==> src/rtl/fetch_stage_pkg.sv <==
// -----------------------------------------------------------------------------
// fetch_stage_pkg
// Shared definitions for the instruction-fetch stage of the 16-bit CPU:
//   WORD_SIZE      - instruction / address / PC width
//   BUBBLE_INST    - value held in IF/ID after reset (meaningful only with valid)
//   fetch_state_t  - fetch FSM encodings FS_REQ, FS_HOLD, FS_HALTED
// -----------------------------------------------------------------------------
package fetch_stage_pkg;

    localparam int          WORD_SIZE   = 16;
    localparam logic [15:0] BUBBLE_INST = 16'h0000;

    typedef enum logic [1:0] {
        FS_REQ    = 2'd0,   // request outstanding to the I-cache
        FS_HOLD   = 2'd1,   // fetched word buffered while decode is stalled
        FS_HALTED = 2'd2    // fetch stopped; only reset leaves this state
    } fetch_state_t;

endpackage

==> src/rtl/fetch_stage_if_id_reg.sv <==
// -----------------------------------------------------------------------------
// if_id_reg
// IF/ID pipeline register with load / hold / flush controls.
// Ports:
//   clk, reset_n        - clock, synchronous active-low reset
//   load                - capture load_inst / load_pc1 and mark valid
//   flush               - invalidate (inst/pc1 are kept; valid qualifies them)
//   load_inst, load_pc1 - incoming instruction and its address + 1
//   valid, inst, pc1    - registered IF/ID contents
// flush has priority over load; with neither asserted all fields hold.
// -----------------------------------------------------------------------------
module if_id_reg #(
    parameter int W = 16
) (
    input  logic         clk,
    input  logic         reset_n,
    input  logic         load,
    input  logic         flush,
    input  logic [W-1:0] load_inst,
    input  logic [W-1:0] load_pc1,
    output logic         valid,
    output logic [W-1:0] inst,
    output logic [W-1:0] pc1
);
    import fetch_stage_pkg::*;

    logic         valid_reg;
    logic [W-1:0] inst_reg;
    logic [W-1:0] pc1_reg;

    always_ff @(posedge clk) begin
        if (!reset_n) begin
            valid_reg <= 1'b0;
            inst_reg  <= W'(BUBBLE_INST);
            pc1_reg   <= '0;
        end else if (flush) begin
            valid_reg <= 1'b0;
        end else if (load) begin
            valid_reg <= 1'b1;
            inst_reg  <= load_inst;
            pc1_reg   <= load_pc1;
        end
    end

    assign valid = valid_reg;
    assign inst  = inst_reg;
    assign pc1   = pc1_reg;

endmodule

==> src/rtl/fetch_stage.sv <==
// -----------------------------------------------------------------------------
// fetch_stage
// Instruction-fetch stage: owns the PC, handshakes with the I-cache
// (i_req / i_ready), buffers a word while decode is stalled, and feeds the
// IF/ID register. Handles redirects (highest priority) and halt.
// Ports:
//   clk, reset_n             - clock, synchronous active-low reset
//   i_req, i_addr            - fetch request / address to the I-cache
//   i_data, i_ready          - returned word, completion strobe
//   stall_id                 - decode cannot accept a new instruction
//   redirect, redirect_pc    - taken branch/jump and its target
//   halt                     - stop fetching until reset
//   if_id_valid/inst/pc1     - IF/ID register contents
//   opcode, func_code        - slices of if_id_inst for the control unit
//   fetch_count              - valid IF/ID loads (only with FETCH_PERF_EN)
// Build option: define FETCH_PERF_EN to add the fetch_count port/counter.
// -----------------------------------------------------------------------------
module fetch_stage #(
    parameter int                            WORD_SIZE = fetch_stage_pkg::WORD_SIZE,
    parameter logic [WORD_SIZE-1:0]          RESET_PC  = '0
) (
    input  logic                 clk,
    input  logic                 reset_n,
    output logic                 i_req,
    output logic [WORD_SIZE-1:0] i_addr,
    input  logic [WORD_SIZE-1:0] i_data,
    input  logic                 i_ready,
    input  logic                 stall_id,
    input  logic                 redirect,
    input  logic [WORD_SIZE-1:0] redirect_pc,
    input  logic                 halt,
    output logic                 if_id_valid,
    output logic [WORD_SIZE-1:0] if_id_inst,
    output logic [WORD_SIZE-1:0] if_id_pc1,
    output logic [3:0]           opcode,
    output logic [5:0]           func_code
`ifdef FETCH_PERF_EN
    ,
    output logic [WORD_SIZE-1:0] fetch_count
`endif
);
    import fetch_stage_pkg::*;

    fetch_state_t         state_reg;
    logic [WORD_SIZE-1:0] pc_reg;
    // discard_reg: the cache is still working on an address abandoned by a
    // redirect; its response is dropped and stale_addr_reg keeps i_addr stable
    // until the cache completes it.
    logic                 discard_reg;
    logic [WORD_SIZE-1:0] stale_addr_reg;
    logic [WORD_SIZE-1:0] hold_inst_reg;
    logic [WORD_SIZE-1:0] hold_pc1_reg;

    logic [WORD_SIZE-1:0] pc_plus1;
    logic                 ifid_load;
    logic                 ifid_flush;
    logic [WORD_SIZE-1:0] ifid_inst_next;
    logic [WORD_SIZE-1:0] ifid_pc1_next;

    assign pc_plus1 = pc_reg + 1'b1;   // wraps modulo 2^WORD_SIZE

    assign i_req  = (state_reg == FS_REQ);
    assign i_addr = discard_reg ? stale_addr_reg : pc_reg;

    // IF/ID control. When decode is free and nothing arrives, a bubble is
    // inserted so an instruction is never consumed twice.
    always_comb begin
        ifid_load      = 1'b0;
        ifid_flush     = 1'b0;
        ifid_inst_next = i_data;
        ifid_pc1_next  = pc_plus1;
        if (state_reg != FS_HALTED) begin
            if (redirect || halt) begin
                ifid_flush = 1'b1;
            end else if (state_reg == FS_HOLD) begin
                if (!stall_id) begin
                    ifid_load      = 1'b1;
                    ifid_inst_next = hold_inst_reg;
                    ifid_pc1_next  = hold_pc1_reg;
                end
            end else if (!stall_id) begin
                if (i_ready && !discard_reg) begin
                    ifid_load = 1'b1;
                end else begin
                    ifid_flush = 1'b1;
                end
            end
        end
    end

    // Fetch FSM, PC, discard and holding register.
    always_ff @(posedge clk) begin
        if (!reset_n) begin
            state_reg      <= FS_REQ;
            pc_reg         <= RESET_PC;
            discard_reg    <= 1'b0;
            stale_addr_reg <= RESET_PC;
            hold_inst_reg  <= '0;
            hold_pc1_reg   <= '0;
        end else begin
            case (state_reg)
                FS_HALTED: begin
                    state_reg <= FS_HALTED;
                end
                default: begin
                    if (redirect) begin
                        pc_reg    <= redirect_pc;
                        state_reg <= FS_REQ;
                        if (state_reg == FS_REQ && !i_ready) begin
                            discard_reg <= 1'b1;
                            // a second redirect during the same miss keeps
                            // the address the cache is actually serving
                            if (!discard_reg) begin
                                stale_addr_reg <= pc_reg;
                            end
                        end else begin
                            discard_reg <= 1'b0;
                        end
                    end else if (halt) begin
                        state_reg   <= FS_HALTED;
                        discard_reg <= 1'b0;
                    end else if (state_reg == FS_HOLD) begin
                        if (!stall_id) begin
                            state_reg <= FS_REQ;
                        end
                    end else if (i_ready) begin
                        if (discard_reg) begin
                            discard_reg <= 1'b0;
                        end else begin
                            pc_reg <= pc_plus1;
                            if (stall_id) begin
                                hold_inst_reg <= i_data;
                                hold_pc1_reg  <= pc_plus1;
                                state_reg     <= FS_HOLD;
                            end
                        end
                    end
                end
            endcase
        end
    end

    if_id_reg #(
        .W(WORD_SIZE)
    ) u_if_id_reg (
        .clk       (clk),
        .reset_n   (reset_n),
        .load      (ifid_load),
        .flush     (ifid_flush),
        .load_inst (ifid_inst_next),
        .load_pc1  (ifid_pc1_next),
        .valid     (if_id_valid),
        .inst      (if_id_inst),
        .pc1       (if_id_pc1)
    );

    // Raw slices; consumers qualify them with if_id_valid.
    assign opcode    = if_id_inst[WORD_SIZE-1 -: 4];
    assign func_code = if_id_inst[5:0];

`ifdef FETCH_PERF_EN
    logic [WORD_SIZE-1:0] count_reg;

    always_ff @(posedge clk) begin
        if (!reset_n) begin
            count_reg <= '0;
        end else if (ifid_load) begin
            count_reg <= count_reg + 1'b1;
        end
    end

    assign fetch_count = count_reg;
`endif

endmodule

==> config.mk <==
export PLATFORM = sky130hd
export DESIGN_NAME = fetch_stage
export DESIGN_NICKNAME = d
export VERILOG_FILES = /design/src/rtl/fetch_stage_pkg.sv /design/src/rtl/fetch_stage_if_id_reg.sv /design/src/rtl/fetch_stage.sv
export SDC_FILE = /design/constraint.sdc
export NUM_CORES = 1
export LEC_CHECK = 0
export CAP_MARGIN = 5
export CORE_UTILIZATION = 47
export DETAILED_ROUTE_END_ITERATION = 7
export PLACE_DENSITY = 0.79
export SLEW_MARGIN = 15
export SYNTH_ARGS = -nofsm -noshare
export SYNTH_HDL_FRONTEND = slang
export SYNTH_HIERARCHICAL = 1
export SYNTH_SLANG_ARGS = --single-unit
==> constraint.sdc <==
create_clock -name clk -period 2 [get_ports clk]
set_input_delay 0.4 -clock clk [delete_from_list [all_inputs] [get_ports clk]]
set_output_delay 0.4 -clock clk [all_outputs]
set_load 0.03 [all_outputs]
==> results of run 1 <==
[per-layer routing]
metal	wire [um]	up-vias
met3	579	26
met2	5350	124
met4	322	0
met1	5740	2094
met5	0	-
li1	-	2177
[power by group through the flow]
stage	Combinational, uW	Sequential (uW)	Clock (uW)
after detailed placement	688	2150	0
after global placement	669	2150	0
after floorplan	427	2140	0
after global routing	730	2120	1530
final	680	2110	1410
after CTS	686	2110	1440
[worst max-delay path, cell delays in order, from the launching register on]
cell and delay [ns]:
sky130_fd_sc_hd__dfxtp_1 0.50, sky130_fd_sc_hd__inv_1 0.15, sky130_fd_sc_hd__o21ai_0 0.31, sky130_fd_sc_hd__buf_4 0.23
[layout make-up]
class / instances / area share
Clock buffer: 11 / 0.0222
Clock inverter: 5 / 0.0118
Inverter: 6 / 0.00353
Multi-Input combinational cell: 422 / 0.423
Sequential cell: 100 / 0.314
Tap cell: 136 / 0.0267
Timing Repair Buffer: 134 / 0.199
[cells by family (layout without fill, tap and decap cells)]
group / Yosys count / in the layout / synth area share
flops: 100 / 100 / 0.392
buf+inv: 65 / 156 / 0.0822
fa+ha+maj: 1 / 1 / 0.00245
simple gates: 231 / 231 / 0.218
compound gates: 97 / 97 / 0.117
xor+xnor: 13 / 13 / 0.0238
mux: 80 / 80 / 0.164
[worst min path at each step]
stage	endpoint	slack [ns]
after floorplan	hold_inst_reg[0]	0.43
after global placement	hold_inst_reg[2]	0.44
after detailed placement	u_if_id_reg/pc1[8]	0.45
after CTS	hold_inst_reg[1]	0.46
after global routing	hold_inst_reg[14]	0.48
final	hold_inst_reg[0]	0.46
[layout by cell type (no fill, tap or decap), types with 2 or more instances in the layout]
cell / Yosys / final
sky130_fd_sc_hd__o41a_1: 2 / 2
sky130_fd_sc_hd__and3_1: 2 / 2
sky130_fd_sc_hd__clkdlybuf4s15_2: 0 / 2
sky130_fd_sc_hd__o221ai_1: 4 / 4
sky130_fd_sc_hd__nand4_1: 7 / 7
sky130_fd_sc_hd__buf_2: 16 / 10
sky130_fd_sc_hd__inv_1: 6 / 6
sky130_fd_sc_hd__xnor2_1: 11 / 11
sky130_fd_sc_hd__o31ai_1: 2 / 2
sky130_fd_sc_hd__clkinv_2: 0 / 3
sky130_fd_sc_hd__nor3_1: 9 / 8
sky130_fd_sc_hd__clkbuf_8: 0 / 10
sky130_fd_sc_hd__buf_12: 3 / 6
sky130_fd_sc_hd__nand4_4: 2 / 2
sky130_fd_sc_hd__buf_4: 16 / 35
sky130_fd_sc_hd__clkdlybuf4s50_1: 0 / 79
sky130_fd_sc_hd__nor4_1: 3 / 2
sky130_fd_sc_hd__mux2_2: 30 / 30
sky130_fd_sc_hd__o21a_1: 4 / 4
sky130_fd_sc_hd__nor3b_1: 4 / 4
sky130_fd_sc_hd__mux2i_1: 50 / 50
sky130_fd_sc_hd__nor3_2: 2 / 3
sky130_fd_sc_hd__a211oi_1: 9 / 9
sky130_fd_sc_hd__nand3b_1: 2 / 2
sky130_fd_sc_hd__nor2b_1: 5 / 4
sky130_fd_sc_hd__bufinv_16: 0 / 2
sky130_fd_sc_hd__nand3_2: 2 / 2
sky130_fd_sc_hd__nor2_1: 50 / 50
sky130_fd_sc_hd__nand2b_1: 7 / 7
sky130_fd_sc_hd__o21ai_0: 16 / 16
sky130_fd_sc_hd__a21oi_1: 48 / 47
sky130_fd_sc_hd__o22ai_1: 2 / 2
sky130_fd_sc_hd__nand3_1: 9 / 9
sky130_fd_sc_hd__nor4_4: 2 / 2
sky130_fd_sc_hd__o41ai_1: 2 / 2
sky130_fd_sc_hd__dfxtp_1: 100 / 99
sky130_fd_sc_hd__nor4_2: 2 / 3
sky130_fd_sc_hd__nand2_1: 117 / 117
[stage by stage]
stage | hold slack, ns | std cells | total power, uW | setup TNS (ns)
after floorplan | 0.434 | 587 | 2570 | 0
after detailed placement | 0.447 | 798 | 2840 | -17.62
final | 0.458 | 814 | 4200 | 0
after global placement | 0.439 | 798 | 2820 | -13.17
after CTS | 0.461 | 814 | 4230 | 0
after global routing | 0.477 | 814 | 4380 | -0.0247
==> Flow_metrics.wiki, run 1 <==
{| class="wikitable"
! Metric !! Value
|-
| Run status || completed
|-
| Start point of the critical path || pc_reg[7]
|-
| Critical path class || reg2out
|-
| Width of the die || 106 um
|-
| Share of power burned in registers || 0.502
|-
| Met1 Track Usage GR || 0.284
|-
| Cell type with the highest aggregate area in the netlist || sky130_fd_sc_hd__dfxtp_1
|-
| Core Util, Final || 0.612
|-
| Relative slew slack || 0.646
|-
| Ant. Diodes || 0
|-
| Initial antenna violation count || 0
|-
| Biggest fanout along the worst timing path || 6
|-
| Destination of the critical timing path || i_addr[7]
|-
| Minimum setup slack after placement || -0.330 ns
|-
| Count of cells resized by post-cts repair || 34
|-
| H-tree depth reported by CTS || 3
|-
| Most numerous cell in the Yosys netlist || sky130_fd_sc_hd__nand2_1
|-
| Crit path launch type || flip-flop
|-
| Overall global routing resource usage || 0.211
|-
| Estimated wirelength of the detail-placed design || 8560 um
|-
| Worst-case setup margin in the final layout || 0.0516 ns
|-
| RePlAce Congestion || 0.846
|-
| Max-capacitance violation count || 0
|-
| Via count of the first global-routing pass || 4,035
|-
| Die outline area || 11,300 um^2
|-
| Synth top area cells || sky130_fd_sc_hd__dfxtp_1 (39%), sky130_fd_sc_hd__mux2i_1 (9.8%), sky130_fd_sc_hd__nand2_1 (8.6%)
|-
| Die Y || 106 um
|-
| Areal power density over the cells || 659 nW/um^2
|-
| # nets final || 712
|-
| Avg WL per Cell || 14.7 um
|-
| Mapped Avg Cell Area || 8.69 um^2
|-
| Via Count || 4,421
|-
| Grt met3 use || 0.0448
|-
| Clock Path Buffers || 2
|-
| Post-Place Cell Area || 6180 um^2
|-
| Pint || 3100 uW
|-
| Post-CTS Hold Fix Bufs || 0
|-
| RSZ-0062 raised after global routing || yes
|-
| Clock skew after layout || 0.00935 ns
|-
| Switching share of power || 0.264
|-
| Worst vdd rail ir drop || 0.000400 V
|-
| Num CTS Buffers || 9
|-
| Netlist area before placement || 5100 um^2
|-
| Fin crit period || 1.95 ns
|-
| Most instantiated flip-flop cell in the synthesis netlist || sky130_fd_sc_hd__dfxtp_1
|-
| Wire length of the first global-routing pass || 19,000 um
|-
| Layout overhead on the synthesized area || 25.0%
|-
| Start point of the worst min-delay path || hold_inst_reg[0]
|-
| Pin count of the biggest net entering global routing || 99
|-
| Storage cell area || 2000 um^2
|-
| Overall routed net length || 12,000 um
|-
| Vias per cell || 5.43
|-
| Initial Utilization || 0.490
|-
| Worst-case reg-to-reg path depth || 8
|-
| Hold Vio Cnt, Final || 0
|-
| Cell depth of the worst hold path || 2
|-
| Most common library cells after synthesis || sky130_fd_sc_hd__nand2_1 (117), sky130_fd_sc_hd__dfxtp_1 (100), sky130_fd_sc_hd__mux2i_1 (50), sky130_fd_sc_hd__nor2_1 (50), sky130_fd_sc_hd__a21oi_1 (48)
|-
| Leakage dissipation || 0.00233 uW
|-
| Number of warnings reported in the yosys synthesis log || 6
|-
| Most Used Layer, Global Route || met2
|-
| Area of combinational cells with multiple inputs || 2700 um^2
|-
| Input/output buffers || 97
|-
| FFs w/ async S/R, synth || 0
|-
| Global Route met2 Usage || 0.324
|-
| Top achievable clock speed || 513 MHz
|-
| Clock network power share || 0.337
|-
| Sequential fraction of the synthesis area || 0.392
|-
| Comb pwr share || 0.162
|-
| Setup-violating endpoint count in the final report || 0
|-
| Number of distinct library cells after synthesis || 53
|-
| CP required || 1.60 ns
|-
| Initial DRC Count || 217
|-
| Endpoint arrival time on the critical path || 1.55 ns
|-
| Portion of synthesized cell area occupied by the leading cell type || 0.392
|-
| R2r setup slk || 0.11 ns
|-
| Reg clk slew, reported paths || 0.09 ns
|-
| Switching Power || 1110 uW
|-
| Core region area || 10,400 um^2
|-
| Reg-to-reg critical path startpoint || pc_reg[0]
|-
| Clock insertion delay at the later pin of the skew report || 0.37 ns
|-
| Count of pins on the block boundary || 98
|-
| Fraction of layout cells with a size suffix above 1 || 0.178
|-
| Yosys reg bits || 100
|-
| CTS tree || yes
|-
| Std cell rows || 37
|-
| Total global routing overflow || 0
|-
| Post-synth EDFFs || 0
|-
| Slew @ Worst Pin || 0.530 ns
|-
| End of the worst register-to-register path || u_if_id_reg/pc1[6]
|-
| Cell count after synthesis || 587
|-
| DRC viols || 0
|-
| Post-CTS setup buffer count || 0
|-
| Filler cells || 883
|-
| Crit end category || output port
|-
| Period utilization || 0.974
|-
| Class of the tightest hold or removal check || reg2reg
|-
| Count of clock tree sinks || 100
|-
| Number of antenna-violating nets in the routed design || 0
|-
| Post-route cell area || 6380 um^2
|-
| Max-slew violations || 0
|-
| Net Count, Synth || 626
|-
| Master cell of the clock root buffer || sky130_fd_sc_hd__clkbuf_8
|-
| DR pass1 iterations || 5
|}
Note: power is estimated with default switching activity, not from simulation.
==> run 2: changes to the inputs <==
--- a/config.mk
+++ b/config.mk
@@ -9,6 +9,7 @@
 export CORE_UTILIZATION = 47
 export DETAILED_ROUTE_END_ITERATION = 7
 export PLACE_DENSITY = 0.79
+export SKIP_CTS_REPAIR_TIMING = 1
 export SLEW_MARGIN = 15
 export SYNTH_ARGS = -nofsm -noshare
 export SYNTH_HDL_FRONTEND = slang
==> run 2 against run 1 <==
Power grew 0.88%; sequential power is essentially flat; routed wire length grew 3.1%; non-clock buffer count rose by 4; critical path depth did not move; critical endpoint unchanged; sequential share of layout area shrank 0.76 points; worst hold slack better by 0.00054 ns; maximum frequency decreased by 0.29%; sequential cell count unchanged.
==> Flow_metrics.wiki, run 2 (synthesized netlist as in run 1, its figures left out) <==
{| class="wikitable"
! Metric !! Value
|-
| Run status || completed
|-
| Relative slew slack || 0.647 (+0.000760)
|-
| Ant. Diodes || 0 (unchanged)
|-
| Hold Vio Cnt, Final || 0 (unchanged)
|-
| DRC viols || 0 (unchanged)
|-
| Core region area || 10,400 um^2 (unchanged)
|-
| H-tree depth reported by CTS || 3 (unchanged)
|-
| Overall routed net length || 12,400 um (+3.1%)
|-
| Pin count of the biggest net entering global routing || 99 (unchanged)
|-
| Avg WL per Cell || 15.1 um (+2.6%)
|-
| Estimated wirelength of the detail-placed design || 8560 um (unchanged)
|-
| Endpoint arrival time on the critical path || 1.55 ns (about the same)
|-
| CTS tree || yes
|-
| Max-slew violations || 0 (unchanged)
|-
| Top achievable clock speed || 512 MHz (-0.29%)
|-
| Worst min-delay path endpoint || hold_inst_reg[14]
|-
| Fin crit period || 1.95 ns (+0.00558 ns)
|-
| Clock skew after layout || 0.0113 ns (+0.00196 ns)
|-
| WHS || 0.458 ns (+0.000537 ns)
|-
| Vias per cell || 5.42 (-0.13%)
|-
| Most Used Layer, Global Route || met2
|-
| # nets final || 716 (+0.56%)
|-
| R2r setup slk || 0.09 ns (-0.02 ns)
|-
| Die Y || 106 um (unchanged)
|-
| Post-Place Cell Area || 6180 um^2 (unchanged)
|-
| Areal power density over the cells || 649 nW/um^2 (-1.6%)
|-
| Reg-to-reg critical path startpoint || pc_reg[0]
|-
| End of the worst register-to-register path || u_if_id_reg/pc1[6]
|-
| Clock insertion delay at the later pin of the skew report || 0.37 ns (about the same)
|-
| Total global routing overflow || 0 (unchanged)
|-
| Setup-violating endpoint count in the final report || 0 (unchanged)
|-
| Std cell rows || 37 (unchanged)
|-
| CP max stage delay || 0.50 ns (about the same)
|-
| Width of the die || 106 um (unchanged)
|-
| Worst-case reg-to-reg path depth || 8 (unchanged)
|-
| Via count of the first global-routing pass || 4,053 (+0.45%)
|-
| Standard cell with the maximum stage delay on the critical path || sky130_fd_sc_hd__dfxtp_1
|-
| Number of buffer and inverter instances along the worst setup path || 2 (unchanged)
|-
| Cell depth of the worst hold path || 2 (unchanged)
|-
| Num CTS Buffers || 9 (unchanged)
|-
| Class of the tightest hold or removal check || reg2reg
|-
| Grt met3 use || 0.0448 (unchanged)
|-
| DR pass1 iterations || 4 (-1)
|-
| Input/output buffers || 97 (unchanged)
|-
| Count of placed standard cells in the final layout, fillers left out || 818 (+0.49%)
|-
| Period utilization || 0.977 (+0.00279)
|-
| Die outline area || 11,300 um^2 (unchanged)
|-
| Initial DRC Count || 224 (+3.2%)
|-
| Critical path class || reg2out
|-
| RePlAce Congestion || 0.846 (unchanged)
|-
| Post-route cell area || 6530 um^2 (+2.5%)
|-
| Overall global routing resource usage || 0.211 (+0.000394)
|-
| Filler cells || 862 (-2.4%)
|-
| Master cell of the clock root buffer || sky130_fd_sc_hd__clkbuf_8
|-
| Biggest fanout along the worst timing path || 6 (unchanged)
|-
| Initial Utilization || 0.490 (unchanged)
|-
| Max-capacitance violation count || 0 (unchanged)
|-
| Setup tns final || 0 ns (unchanged)
|-
| Global Route met2 Usage || 0.324 (unchanged)
|-
| Layout overhead on the synthesized area || 28.1%
|-
| Placed Cells || 798 (unchanged)
|-
| Crit-path leading delay family || flip-flops
|-
| Reg clk slew, reported paths || 0.09 ns (about the same)
|-
| Count of clock tree sinks || 100 (unchanged)
|-
| Start point of the worst min-delay path || hold_inst_reg[14]
|-
| Crit path launch type || flip-flop
|-
| Count of pins on the block boundary || 98 (unchanged)
|-
| Most frequent cells in the layout || sky130_fd_sc_hd__nand2_1 (117), sky130_fd_sc_hd__dfxtp_1 (99), sky130_fd_sc_hd__clkdlybuf4s50_1 (78), sky130_fd_sc_hd__nor2_1 (50), sky130_fd_sc_hd__mux2i_1 (50)
|-
| Via Count || 4,437 (+0.36%)
|-
| Most common cell after layout, fill and taps aside || sky130_fd_sc_hd__nand2_1
|-
| Fraction of layout cells with a size suffix above 1 || 0.170 (-0.00838)
|-
| Met1 Track Usage GR || 0.285 (+0.00115)
|-
| Leakage dissipation || 0.00254 uW (+9.0%)
|-
| CP required || 1.60 ns (about the same)
|-
| Worst vdd rail ir drop || 0.000407 V (+2.0%)
|-
| Number of antenna-violating nets in the routed design || 0 (unchanged)
|-
| Slew @ Worst Pin || 0.529 ns (-0.00114 ns)
|-
| Clock Path Buffers || 2 (unchanged)
|-
| CP cell instances || inv_1, o21ai_0, buf_4
|-
| Crit end category || output port
|-
| Wire length of the first global-routing pass || 19,000 um (+0.22%)
|-
| Initial antenna violation count || 0 (unchanged)
|}
==> run 2: cell count changes in the layout (fill, tap and decap cells not counted), moves of 2 or more <==
cell	before	now
sky130_fd_sc_hd__clkbuf_16	0	2
sky130_fd_sc_hd__dlymetal6s2s_1	0	13
sky130_fd_sc_hd__clkdlybuf4s15_2	2	0
sky130_fd_sc_hd__buf_2	10	1
==> run 2: worst max path at each step <==
| stage | end | slack, ns | startpoint | cells after the start |
|---|---|---|---|---|
| CTS | i_addr[3] | -0.29 | discard_reg | 3 |
| global route | u_if_id_reg/inst[2] | -0.009 | discard_reg | 9 |
| finish | i_addr[7] | 0.05 | pc_reg[7] | 3 |
| global placement | u_if_id_reg/inst[3] | -0.27 | i_ready | 8 |
| detailed placement | u_if_id_reg/inst[12] | -0.33 | i_ready | 8 |
| floorplan | u_if_id_reg/inst[0] | 0.08 | redirect | 8 |
==> run 2: stage by stage <==
step	utilization	power [uW]	setup slack, ns
after floorplan	-	2570	0.0837
after global placement	0.594	2820	-0.269
after detailed placement	0.594	2840	-0.330
after CTS	0.614	4240	-0.286
after global routing	0.627	4400	-0.00949
final	0.627	4240	0.0460
==> run 2: report_power, final <==
| group | internal, uW | leakage, uW | switching, uW |
|---|---|---|---|
| Combinational | 333 | 0.00162 | 369 |
| Clock | 734 | 0.000113 | 697 |
| Sequential | 2050 | 0.000811 | 61.4 |
| Total | 3110 | 0.00254 | 1130 |
==> run 2: final cells by class <==
type                            count  area (um^2)  share of cell area
Clock inverter                      5         75.1              0.0115
Timing Repair Buffer              138         1410               0.216
Tap cell                          136          170              0.0260
Sequential cell                   100         2000               0.307
Multi-Input combinational cell    422         2710               0.415
Inverter                            6         22.5             0.00345
Clock buffer                       11          141              0.0216
==> run 2: per-layer routing <==
layer | vias up | wire, um
met2 | 126 | 5620
met1 | 2098 | 5820
li1 | 2185 | -
met3 | 28 | 610
met4 | 0 | 318
met5 | - | 0
==> run 2: worst reg2reg max path: cells and delay by family, from the launching register on <==
family | cells | cell delay [ns]
buffers and inverters | 1 | 0.23
adders and majority gates | 1 | 0.23
AOI/OAI and AO/OA | 2 | 0.30
DFF | 1 | 0.42
muxes | 1 | 0.07
and+or+nand+nor | 3 | 0.55
==> run 3: changes to the inputs <==
==> constraint.sdc (replaced) <==
create_clock -name clk -period 2 [get_ports clk]
set_input_delay 0.2 -clock clk [delete_from_list [all_inputs] [get_ports clk]]
set_output_delay 0.2 -clock clk [all_outputs]
set_load 0.03 [all_outputs]
==> run 3 against run 2 <==
Global-route usage up 0.77 points; sequential power barely moved; power is 0.85% higher; combinational power is 4.6% lower; register-to-register slack gained 0.10 ns; clock power rose by 5%; maximum frequency rose by 3.2%; worst hold slack worse by 0.12 ns; routed wire length decreased by 3.1%; non-clock buffer count decreased by 17; clock skew up 0.0025 ns; highest routed layer unchanged; via count is 1.9% lower.
==> Flow_metrics.wiki, run 3 (synthesized netlist as in run 1, its figures left out) <==
{| class="wikitable"
! Metric !! Value
|-
| Die outline area || 11,300 um^2 (unchanged)
|-
| Fraction of layout cells with a size suffix above 1 || 0.139 (-0.0315)
|-
| RePlAce Congestion || 0.848 (+0.19%)
|-
| Endpoint arrival time on the critical path || 1.69 ns (+0.14 ns)
|-
| Crit path launch type || flip-flop
|-
| Setup-violating endpoint count in the final report || 0 (unchanged)
|-
| # nets final || 699 (-2.4%)
|-
| Leakage dissipation || 0.00249 uW (-2.0%)
|-
| Hold Vio Cnt, Final || 0 (unchanged)
|-
| Core region area || 10,400 um^2 (unchanged)
|-
| Die Y || 106 um (unchanged)
|-
| Total global routing overflow || 0 (unchanged)
|-
| Relative slew slack || 0.751 (+0.104)
|-
| CP cell instances || buf_4, nor2_1, clkdlybuf4s50_1
|-
| Fin crit period || 1.89 ns (-0.0600 ns)
|-
| Post-Place Cell Area || 6100 um^2 (-1.4%)
|-
| Worst vdd rail ir drop || 0.000350 V (-14%)
|-
| CTS tree || yes
|-
| Wire length of the first global-routing pass || 19,700 um (+3.8%)
|-
| Avg WL per Cell || 15.0 um (-0.89%)
|-
| Areal power density over the cells || 670 nW/um^2 (+3.2%)
|-
| Count of pins on the block boundary || 98 (unchanged)
|-
| Max-slew violations || 0 (unchanged)
|-
| Ant. Diodes || 0 (unchanged)
|-
| Critical path class || reg2out
|-
| Run status || completed
|-
| Period utilization || 0.947 (-0.0300)
|-
| WHS || 0.338 ns (-0.120 ns)
|-
| Clock skew after layout || 0.0138 ns (+0.00246 ns)
|-
| Post-route cell area || 6390 um^2 (-2.2%)
|-
| Most common cell after layout, fill and taps aside || sky130_fd_sc_hd__nand2_1
|-
| Initial antenna violation count || 0 (unchanged)
|-
| Most frequent cells in the layout || sky130_fd_sc_hd__nand2_1 (117), sky130_fd_sc_hd__dfxtp_1 (99), sky130_fd_sc_hd__clkdlybuf4s50_1 (80), sky130_fd_sc_hd__nor2_1 (50), sky130_fd_sc_hd__mux2i_1 (50)
|-
| H-tree depth reported by CTS || 3 (unchanged)
|-
| Overall global routing resource usage || 0.219 (+0.00770)
|-
| Crit end category || output port
|-
| Biggest fanout along the worst timing path || 6 (unchanged)
|-
| Slew @ Worst Pin || 0.368 ns (-0.160 ns)
|-
| Vias per cell || 5.44 (+0.31%)
|-
| Clock insertion delay at the later pin of the skew report || 0.37 ns (about the same)
|-
| Reg clk slew, reported paths || 0.10 ns (about the same)
|-
| Top achievable clock speed || 528 MHz (+3.2%)
|-
| Max-capacitance violation count || 0 (unchanged)
|-
| Width of the die || 106 um (unchanged)
|-
| Class of the tightest hold or removal check || in2reg
|-
| Num CTS Buffers || 9 (unchanged)
|-
| Via count of the first global-routing pass || 4,123 (+1.7%)
|-
| Std cell rows || 37 (unchanged)
|-
| Clock Path Buffers || 2 (unchanged)
|-
| Master cell of the clock root buffer || sky130_fd_sc_hd__clkbuf_8
|-
| Layout overhead on the synthesized area || 25.2%
|-
| Initial Utilization || 0.490 (unchanged)
|-
| DR pass1 iterations || 4 (unchanged)
|-
| Estimated wirelength of the detail-placed design || 8350 um (-2.4%)
|-
| Filler cells || 860 (-0.23%)
|-
| RSZ-0062 raised after global routing || no
|-
| CP required || 1.80 ns (+0.20 ns)
|-
| Initial DRC Count || 300 (+34%)
|-
| Input/output buffers || 97 (unchanged)
|-
| DRC viols || 0 (unchanged)
|-
| Standard cell with the maximum stage delay on the critical path || sky130_fd_sc_hd__clkdlybuf4s50_1
|-
| Count of clock tree sinks || 100 (unchanged)
|-
| CP max stage delay || 0.67 ns (+0.17 ns)
|-
| Number of antenna-violating nets in the routed design || 0 (unchanged)
|-
| Overall routed net length || 12,000 um (-3.1%)
|-
| Via Count || 4,353 (-1.9%)
|-
| Pin count of the biggest net entering global routing || 77 (-22%)
|}
==> run 3: routing by layer <==
metal	up-vias	track usage	routed length, um	share of wire
met5	-	0	0	0
met4	0	0.0952	295	0.025
met3	21	0.0423	571	0.048
met2	127	0.338	5560	0.46
met1	2055	0.297	5560	0.46
li1	2150	-	-	-
==> run 3: through the flow <==
step / TNS (ns) / utilization / std cells / setup WS [ns] / power, uW
floorplan: 0 / - / 587 / 0.284 / 2570
global placement: -2.85 / 0.585 / 785 / -0.103 / 2800
detailed placement: -8.18 / 0.585 / 785 / -0.271 / 2820
CTS: -2.50 / 0.608 / 800 / -0.250 / 4290
global route: 0 / 0.613 / 800 / 0.0302 / 4460
finish: 0 / 0.613 / 800 / 0.106 / 4280
==> run 3: worst paths after layout <==
kind / from / to / slack (ns) / depth (start not counted)
setup reg to reg: discard_reg / u_if_id_reg/inst[11] / 0.19 / 7
setup / recovery: state_reg[0] / i_req / 0.11 / 3
hold reg to reg: hold_pc1_reg[1] / hold_pc1_reg[1] / 0.46 / 2
hold / removal: reset_n / hold_pc1_reg[6] / 0.34 / 3
==> run 3: critical path: cells and delay by family, from the launching register on <==
family / cells / cell delay, ns
flops: 1 / 0.39
buf+inv: 2 / 0.85
simple gates: 1 / 0.08
==> run 3: final cells by class <==
class | count | area [um^2] | share of cell area
clock buffers | 12 | 165 | 0.0259
multi-input cells | 422 | 2700 | 0.423
clock inverters | 3 | 68.8 | 0.0108
repair buffers | 121 | 1260 | 0.197
well taps | 136 | 170 | 0.0266
flip-flops and latches | 100 | 2000 | 0.314
inverters | 6 | 22.5 | 0.00353
==> run 3: report_power, final <==
group / switching [uW] / internal, uW / leakage [uW]
Combinational: 358 / 312 / 0.00156
Sequential: 63.1 / 2050 / 0.000811
Clock: 694 / 803 / 0.000119
